### config.mk
export PLATFORM = sky130hd
export DESIGN_NAME = seq_pattern_tx
export DESIGN_NICKNAME = d
export VERILOG_FILES = /design/src/rtl/seq_pattern_tx.sv
export SDC_FILE = /design/constraint.sdc
export NUM_CORES = 1
export LEC_CHECK = 0
export BUFFER_PORTS_ARGS = -buffer_cell sky130_fd_sc_hd__buf_2
export CORE_MARGIN = 10
export CORE_UTILIZATION = 45
export DETAILED_ROUTE_END_ITERATION = 16
export PLACE_DENSITY_LB_ADDON = 0.08
export SYNTH_ARGS = -nofsm -noshare
export SYNTH_HDL_FRONTEND = slang
export SYNTH_SLANG_ARGS = --single-unit
### constraint.sdc
create_clock -name clk -period 4.4 [get_ports clk]
set_input_delay 0.44 -clock clk [delete_from_list [all_inputs] [get_ports clk]]
set_output_delay 0.44 -clock clk [all_outputs]
set_load 0.05 [all_outputs]
### src/rtl/seq_pattern_tx.sv
// rtl/seq_pattern_tx.sv - serial test-pattern transmitter, MSB-first with repeat and idle gap
module seq_pattern_tx #(
    parameter int   WIDTH    = 8,
    parameter int   LEN_W    = 4,
    parameter int   CNT_W    = 4,
    parameter int   GAP      = 2,
    parameter logic IDLE_BIT = 1'b0
) (
    input  logic             clk,
    input  logic             rst,
    input  logic [WIDTH-1:0] pat_data,
    input  logic [LEN_W-1:0] pat_len,
    input  logic [CNT_W-1:0] rep_cnt,
    input  logic             pat_valid,
    output logic             pat_ready,
    output logic             outp,
    output logic             out_valid,
    output logic             busy,
    output logic             done
);
    localparam int KW       = $clog2(WIDTH) + 1;
    localparam int GW       = (GAP > 1) ? $clog2(GAP) : 1;
    localparam int GAP_LAST = (GAP > 0) ? GAP - 1 : 0;

    typedef enum logic [1:0] {
        S_IDLE,
        S_SHIFT,
        S_GAP
    } state_t;

    state_t             state_q, state_d;
    logic [WIDTH-1:0]   pat_q, pat_d;
    logic [KW-1:0]      len_q, len_d;
    logic [KW-1:0]      k_q, k_d;
    logic [CNT_W-1:0]   rep_q, rep_d;
    logic [GW-1:0]      gap_q, gap_d;
    logic               outp_q, outp_d;
    logic               out_valid_q, out_valid_d;
    logic               done_q, done_d;
    logic [KW-1:0]      eff_len;
    logic [WIDTH-1:0]   shifted;

    always_comb begin
        if (pat_len == '0 || pat_len > LEN_W'(WIDTH)) begin
            eff_len = KW'(WIDTH);
        end else begin
            eff_len = KW'(pat_len);
        end
    end

    always_comb begin
        state_d = state_q;
        pat_d   = pat_q;
        len_d   = len_q;
        k_d     = k_q;
        rep_d   = rep_q;
        gap_d   = gap_q;
        case (state_q)
            S_IDLE: begin
                if (pat_valid) begin
                    state_d = S_SHIFT;
                    pat_d   = pat_data;
                    len_d   = eff_len;
                    rep_d   = rep_cnt;
                    k_d     = '0;
                end
            end
            S_SHIFT: begin
                if (k_q == len_q - KW'(1)) begin
                    if (rep_q != '0) begin
                        if (GAP > 0) begin
                            state_d = S_GAP;
                            gap_d   = '0;
                        end else begin
                            k_d   = '0;
                            rep_d = rep_q - CNT_W'(1);
                        end
                    end else begin
                        state_d = S_IDLE;
                    end
                end else begin
                    k_d = k_q + KW'(1);
                end
            end
            S_GAP: begin
                if (gap_q == GW'(GAP_LAST)) begin
                    state_d = S_SHIFT;
                    k_d     = '0;
                    rep_d   = rep_q - CNT_W'(1);
                end else begin
                    gap_d = gap_q + GW'(1);
                end
            end
            default: state_d = S_IDLE;
        endcase
    end

    // Output registers are loaded from the next-state view so each bit lines up with its SHIFT cycle.
    always_comb begin
        shifted     = pat_d >> (len_d - KW'(1) - k_d);
        out_valid_d = (state_d == S_SHIFT);
        outp_d      = out_valid_d ? shifted[0] : IDLE_BIT;
        done_d      = out_valid_d && (k_d == len_d - KW'(1)) && (rep_d == '0);
    end

    always_ff @(posedge clk) begin
        if (rst) begin
            state_q     <= S_IDLE;
            pat_q       <= '0;
            len_q       <= '0;
            k_q         <= '0;
            rep_q       <= '0;
            gap_q       <= '0;
            outp_q      <= IDLE_BIT;
            out_valid_q <= 1'b0;
            done_q      <= 1'b0;
        end else begin
            state_q     <= state_d;
            pat_q       <= pat_d;
            len_q       <= len_d;
            k_q         <= k_d;
            rep_q       <= rep_d;
            gap_q       <= gap_d;
            outp_q      <= outp_d;
            out_valid_q <= out_valid_d;
            done_q      <= done_d;
        end
    end

    assign pat_ready = (state_q == S_IDLE);
    assign busy      = (state_q != S_IDLE);
    assign outp      = outp_q;
    assign out_valid = out_valid_q;
    assign done      = done_q;
endmodule

=== After elaboration in Yosys (flattened, before gate mapping) ===
Cells that the tools add are included.

* Register bits: 26
* Bits of input ports: 19
* Word-level logic and storage cells: 57

* Add/subtract/negate cells: 6
* Order comparisons: 1
* Eq/ne operators: 7
* Shift-type cells: 1
* Muxes and demuxes: 21
* Bitwise logic cells: 1
* Reductions and logical operators: 11

{| class="wikitable"
|+ Operator list
! kind !! number
|-
| 4-bit two-way mux || 8
|-
| 8-bit two-way mux || 2
|-
| 4-bit case mux with 3 select lines || 1
|-
| 4-bit by 1-bit subtractor with 4-bit output, second input constant || 3
|-
| 4-bit == test || 2
|-
| 4-bit logical NOT || 2
|-
| 2-bit two-way mux || 4
|-
| 4-bit case mux with 2 select lines || 1
|-
| 8-bit by 4-bit >> shifter with 1-bit output || 1
|-
| 2-bit case mux with 3 select lines || 1
|-
| 4-bit by 1-bit adder with 4-bit output, second input constant || 1
|-
| 2-bit by 1-bit == test with 1-bit output, second input constant || 2
|-
| 4-bit greater-than comparator, second input constant || 1
|-
| 2-bit inequality test, second input constant || 2
|-
| 2-bit nonzero test || 2
|-
| 4-bit nonzero test || 1
|-
| 4-bit subtractor || 1
|-
| 1-bit two-way mux || 3
|-
| 3-bit AND reduction || 1
|-
| 2-bit == test, second input constant || 1
|-
| 1-bit logical AND || 2
|-
| 2-bit logical NOT || 1
|-
| 1-bit case mux with 2 select lines || 1
|-
| 2-bit OR reduction || 1
|-
| other kinds (3) || 3
|}

=== Depth between registers and ports, before layout ===
* Depth in word-level cells: 9
* Mapped depth: 14
* Depth with buffers taken out: 14

=== Worst setup path after synthesis ===
OpenSTA, ideal clock, no wires.

* Path type: register to register
* From: register len_q[0]
* To: register outp_q (netlist: outp)
* Library setup time: 0.123 ns
* Arrival time: 2.901 ns
* Slack: 1.377 ns
* Stages on the path, launching flop included: 14
* Buffers on the path: 0
* Clock period less this slack: 3.023 ns
* Cells stage by stage: dfxtp_1 inv_1 ha_1 xnor3_1 nand3_1 nor2_1 nor2_1 mux2_2 ha_1 fa_1 xor2_1 mux2_2 o21ai_0 nor3b_2

{| class="wikitable"
|+ RTL lines
! element !! RTL line !! text
|-
| start: declaration || 33 || <nowiki>logic [KW-1:0] len_q, len_d;</nowiki>
|-
| start signal: assignment || 120 || <nowiki>len_q <= len_d;</nowiki>
|-
| 4-bit by 1-bit subtractor with 4-bit output || 69 || <nowiki>if (k_q == len_q - KW'(1)) begin</nowiki>
|-
| 4-bit == test || 69 ||
|-
| 4-bit two-way mux || 69 ||
|-
| 4-bit case mux with 3 select lines || 58 || <nowiki>case (state_q)</nowiki>
|-
| net k_d[0] || 34 || <nowiki>logic [KW-1:0] k_q, k_d;</nowiki>
|-
| 4-bit subtractor || 100 || <nowiki>shifted = pat_d >> (len_d - KW'(1) - k_d);</nowiki>
|-
| 8-bit by 4-bit >> shifter with 1-bit output || 100 ||
|-
| end signal: assignment || 124 || <nowiki>outp_q <= outp_d;</nowiki>
|-
| end: declaration || 37 || <nowiki>logic outp_q, outp_d;</nowiki>
|}

The timed path passes the listed nets, and every way through them passes these cells.
A chain may end at the register's enable or synchronous reset.

=== Final worst setup path ===
Ends and elaborated chain as after synthesis.

==> results.md <==
- Number of synthesized flops with an enable pin: 0
- Crit start category: flip-flop
- Site Rows: 21
- Leak Pwr: 0.752 nW
- # setup viols final: 0
- Yosys top cell by area: dfxtp_1
- CTS Root Cell: clkbuf_4
- Gpl congestion: 0.791
- Switching share of power: 0.278
- Crit share post-route: 0.756
- Async SR Flop Fraction: 0
- Largest net degree at the start of global routing: 25
- Initial DRC Count: 39
- Power per Cell Area: 317 nW/um^2
- Chip height: 78.6 um
- Area Growth Syn to Fin: 13.0%
- Die X-Extent: 78.6 um
- Overall Power: 0.552 mW
- H-tree Lvls: 1
- Reg-to-reg slack, setup: 1.07 ns
- Status: finished, final reports clean
- Total grt overflow: 0
- Clock power share: 0.300
- I/O pin cnt: 24
- RSZ-0062 raised after global routing: no
- CP Data Arrival Time: 3.56 ns
- Most frequent cell after synthesis: nor2_1
- Ant diodes: 0
- First-pass GRT wire length: 5.53 mm
- Setup Crit Path Kind: reg -> reg
- Setup skew after layout: 0.00776 ns
- CP Capture Type: flip-flop
- Layout cell share with drive strength beyond 1: 0.206
- Top post-synthesis cells by count: nor2_1 (27), dfxtp_1 (26), mux2i_1 (14)
- Pins Over Slew Limit: 0
- Total GRT Usage: 0.107
- Yosys top cell area share: 0.337
- Final Hold Viols: 0
- DRC: 0
- Die area: 6170 um^2
- CTS buffer count: 3
- Max Cap Viol: 0
- # hold bufs at CTS: 0
- PortBufs: 23
- Max Freq: 300 MHz
- Clk Latency, worst-skew pair: 0.33 ns
- DP Worst Slack: 0.969 ns
- Initial antenna violation count: 0
- Mapped cell area: 1540 um^2
- CTS Sinks: 26
- DRT Pass-1 Iters: 4
- Leading post-synthesis cells by cell area: dfxtp_1 (34%), mux2i_1 (9.1%), nor2_1 (6.6%)
- Routed via count: 1,235
- VDD IR max: 0.151 mV
- Slew @ Worst Pin: 0.766 ns
- Clk pin slew, worst setup/hold paths: 0.15 ns
- Sequential share of power: 0.464
- Combinational power share: 0.235
- Worst hold slack: 0.353 ns
- Slew headroom: 0.487
- Netlist cell types: 43
- Cells after Synth: 172
- Slowest CP cell: dfxtp_1
- Crit-path max cell delay: 0.42 ns
- Crit-path cells: inv_1, ha_1, xnor3_1, nand3_1, nor2_1, nor2_1, mux2_2, ha_1, fa_1, xor2_1, mux2_2, o21ai_0, nor3b_2
- Syn_nets: 199
- DR WL/cell: 13.0 um
- Post-Syn Area per Cell: 8.98 um^2
- Buffers inserted by post-CTS timing repair: 0
- Hold WC Path Type: in -> reg
- Worst-path fanout max: 5
- Vias in the first global route: 1,225
- Cts repair resizes: 0
- Yosys reg bits: 26
- TNS Setup: 0 ns
- Psw: 0.153 mW
- Initial Utilization: 0.463
- Yosys Warn Count: 0
- Detail Placement HPWL: 2.47 mm
- Final ANT Viol Nets: 0
- # nets final: 222
- P_int: 0.399 mW
- Via/cell ratio: 5.15
- Final worst slack: 1.07 ns
- CTS Buffer Depth: 2
- Routed WL: 3.12 mm
- Main synth FF type: dfxtp_1
- CTS tree: yes
- CORE AREA: 3340 um^2
- Sequential fraction of the synthesis area: 0.337
- Required @ worst endpoint: 4.64 ns
- Min Tclk post-route: 3.33 ns
[through the flow]
stage / utilization / area, um^2 / std cells
floorplan: - / 1540 / 172
global placement: 0.507 / 1690 / 236
detailed placement: 0.507 / 1690 / 236
CTS: 0.523 / 1740 / 240
global route: 0.523 / 1740 / 240
finish: 0.523 / 1740 / 240
[final timing paths]
path / end / start / depth (start not counted)
setup reg to reg: outp / len_q[0] / 13
hold / removal: pat_q[0] / pat_data[0] / 3
setup / recovery: outp / len_q[0] / 13
hold reg to reg: pat_q[7] / pat_q[7] / 2
[cell families (layout without fill, tap and decap cells)]
family	count (synthesis)	after routing	synth area share
XOR/XNOR	10	10	0.0794
AND/OR/NAND/NOR	60	60	0.206
buffers and inverters	20	42	0.0551
AO/OA/AOI/OAI	31	31	0.133
flip-flops	26	26	0.337
multiplexers	17	17	0.120
adder cells (fa/ha/maj)	8	8	0.0697
[metal layers]
layer | vias up | track usage | share of wire
met4 | 0 | 0.0430 | 0.011
met3 | 4 | 0.0342 | 0.056
met5 | - | 0 | 0
met1 | 570 | 0.123 | 0.47
met2 | 22 | 0.178 | 0.47
li1 | 639 | - | -
[critical path: cells and delay by family, from the launching register on]
family / cells / cell delay (ns)
flip-flops: 1 / 0.42
XOR/XNOR: 2 / 0.62
multiplexers: 2 / 0.64
adder cells (fa/ha/maj): 3 / 0.80
buffers and inverters: 1 / 0.07
AND/OR/NAND/NOR: 4 / 0.50
AO/OA/AOI/OAI: 1 / 0.20
[placed cells by master (no fill, tap or decap), types with 2 or more instances in the layout]
master	instances
nor2_1	27
dfxtp_1	26
buf_2	23
mux2i_1	14
inv_1	12
a21oi_1	8
o21ai_0	7
ha_1	7
nand3_1	5
xor2_1	5
nor2b_1	5
nand2_1	5
o21a_1	3
nand2b_1	3
and2_1	3
clkbuf_4	3
inv_2	2
xnor2_1	2
xnor3_1	2
nor3b_2	2
mux2_2	2
a211oi_1	2
nor3_1	2
o221ai_1	2
a31oi_1	2
and4_1	2
[area by class of cell]
class / count / area [um^2]
Inverter: 14 / 52.6
Clock inverter: 1 / 30.0
Fill cell: 350 / 1590
Tap cell: 46 / 57.6
Multi-Input combinational cell: 126 / 938
Clock buffer: 3 / 22.5
Timing Repair Buffer: 24 / 123
Sequential cell: 26 / 520
[registers in the layout, indices dropped and copies added, names as in the netlist]
name and count:
pat_q 8, k_q 4, len_q 4, rep_q 4
state_q 2, done 1, gap_q 1, out_valid 1
outp 1
[power groups by stage]
stage	logic, mW	clock network (mW)	registers, mW
detailed placement	0.131	0	0.262
global placement	0.128	0	0.262
global route	0.145	0.183	0.259
CTS	0.131	0.173	0.257
finish	0.130	0.166	0.257
floorplan	0.0973	0	0.265
Power figures use the tool's default switching activity.
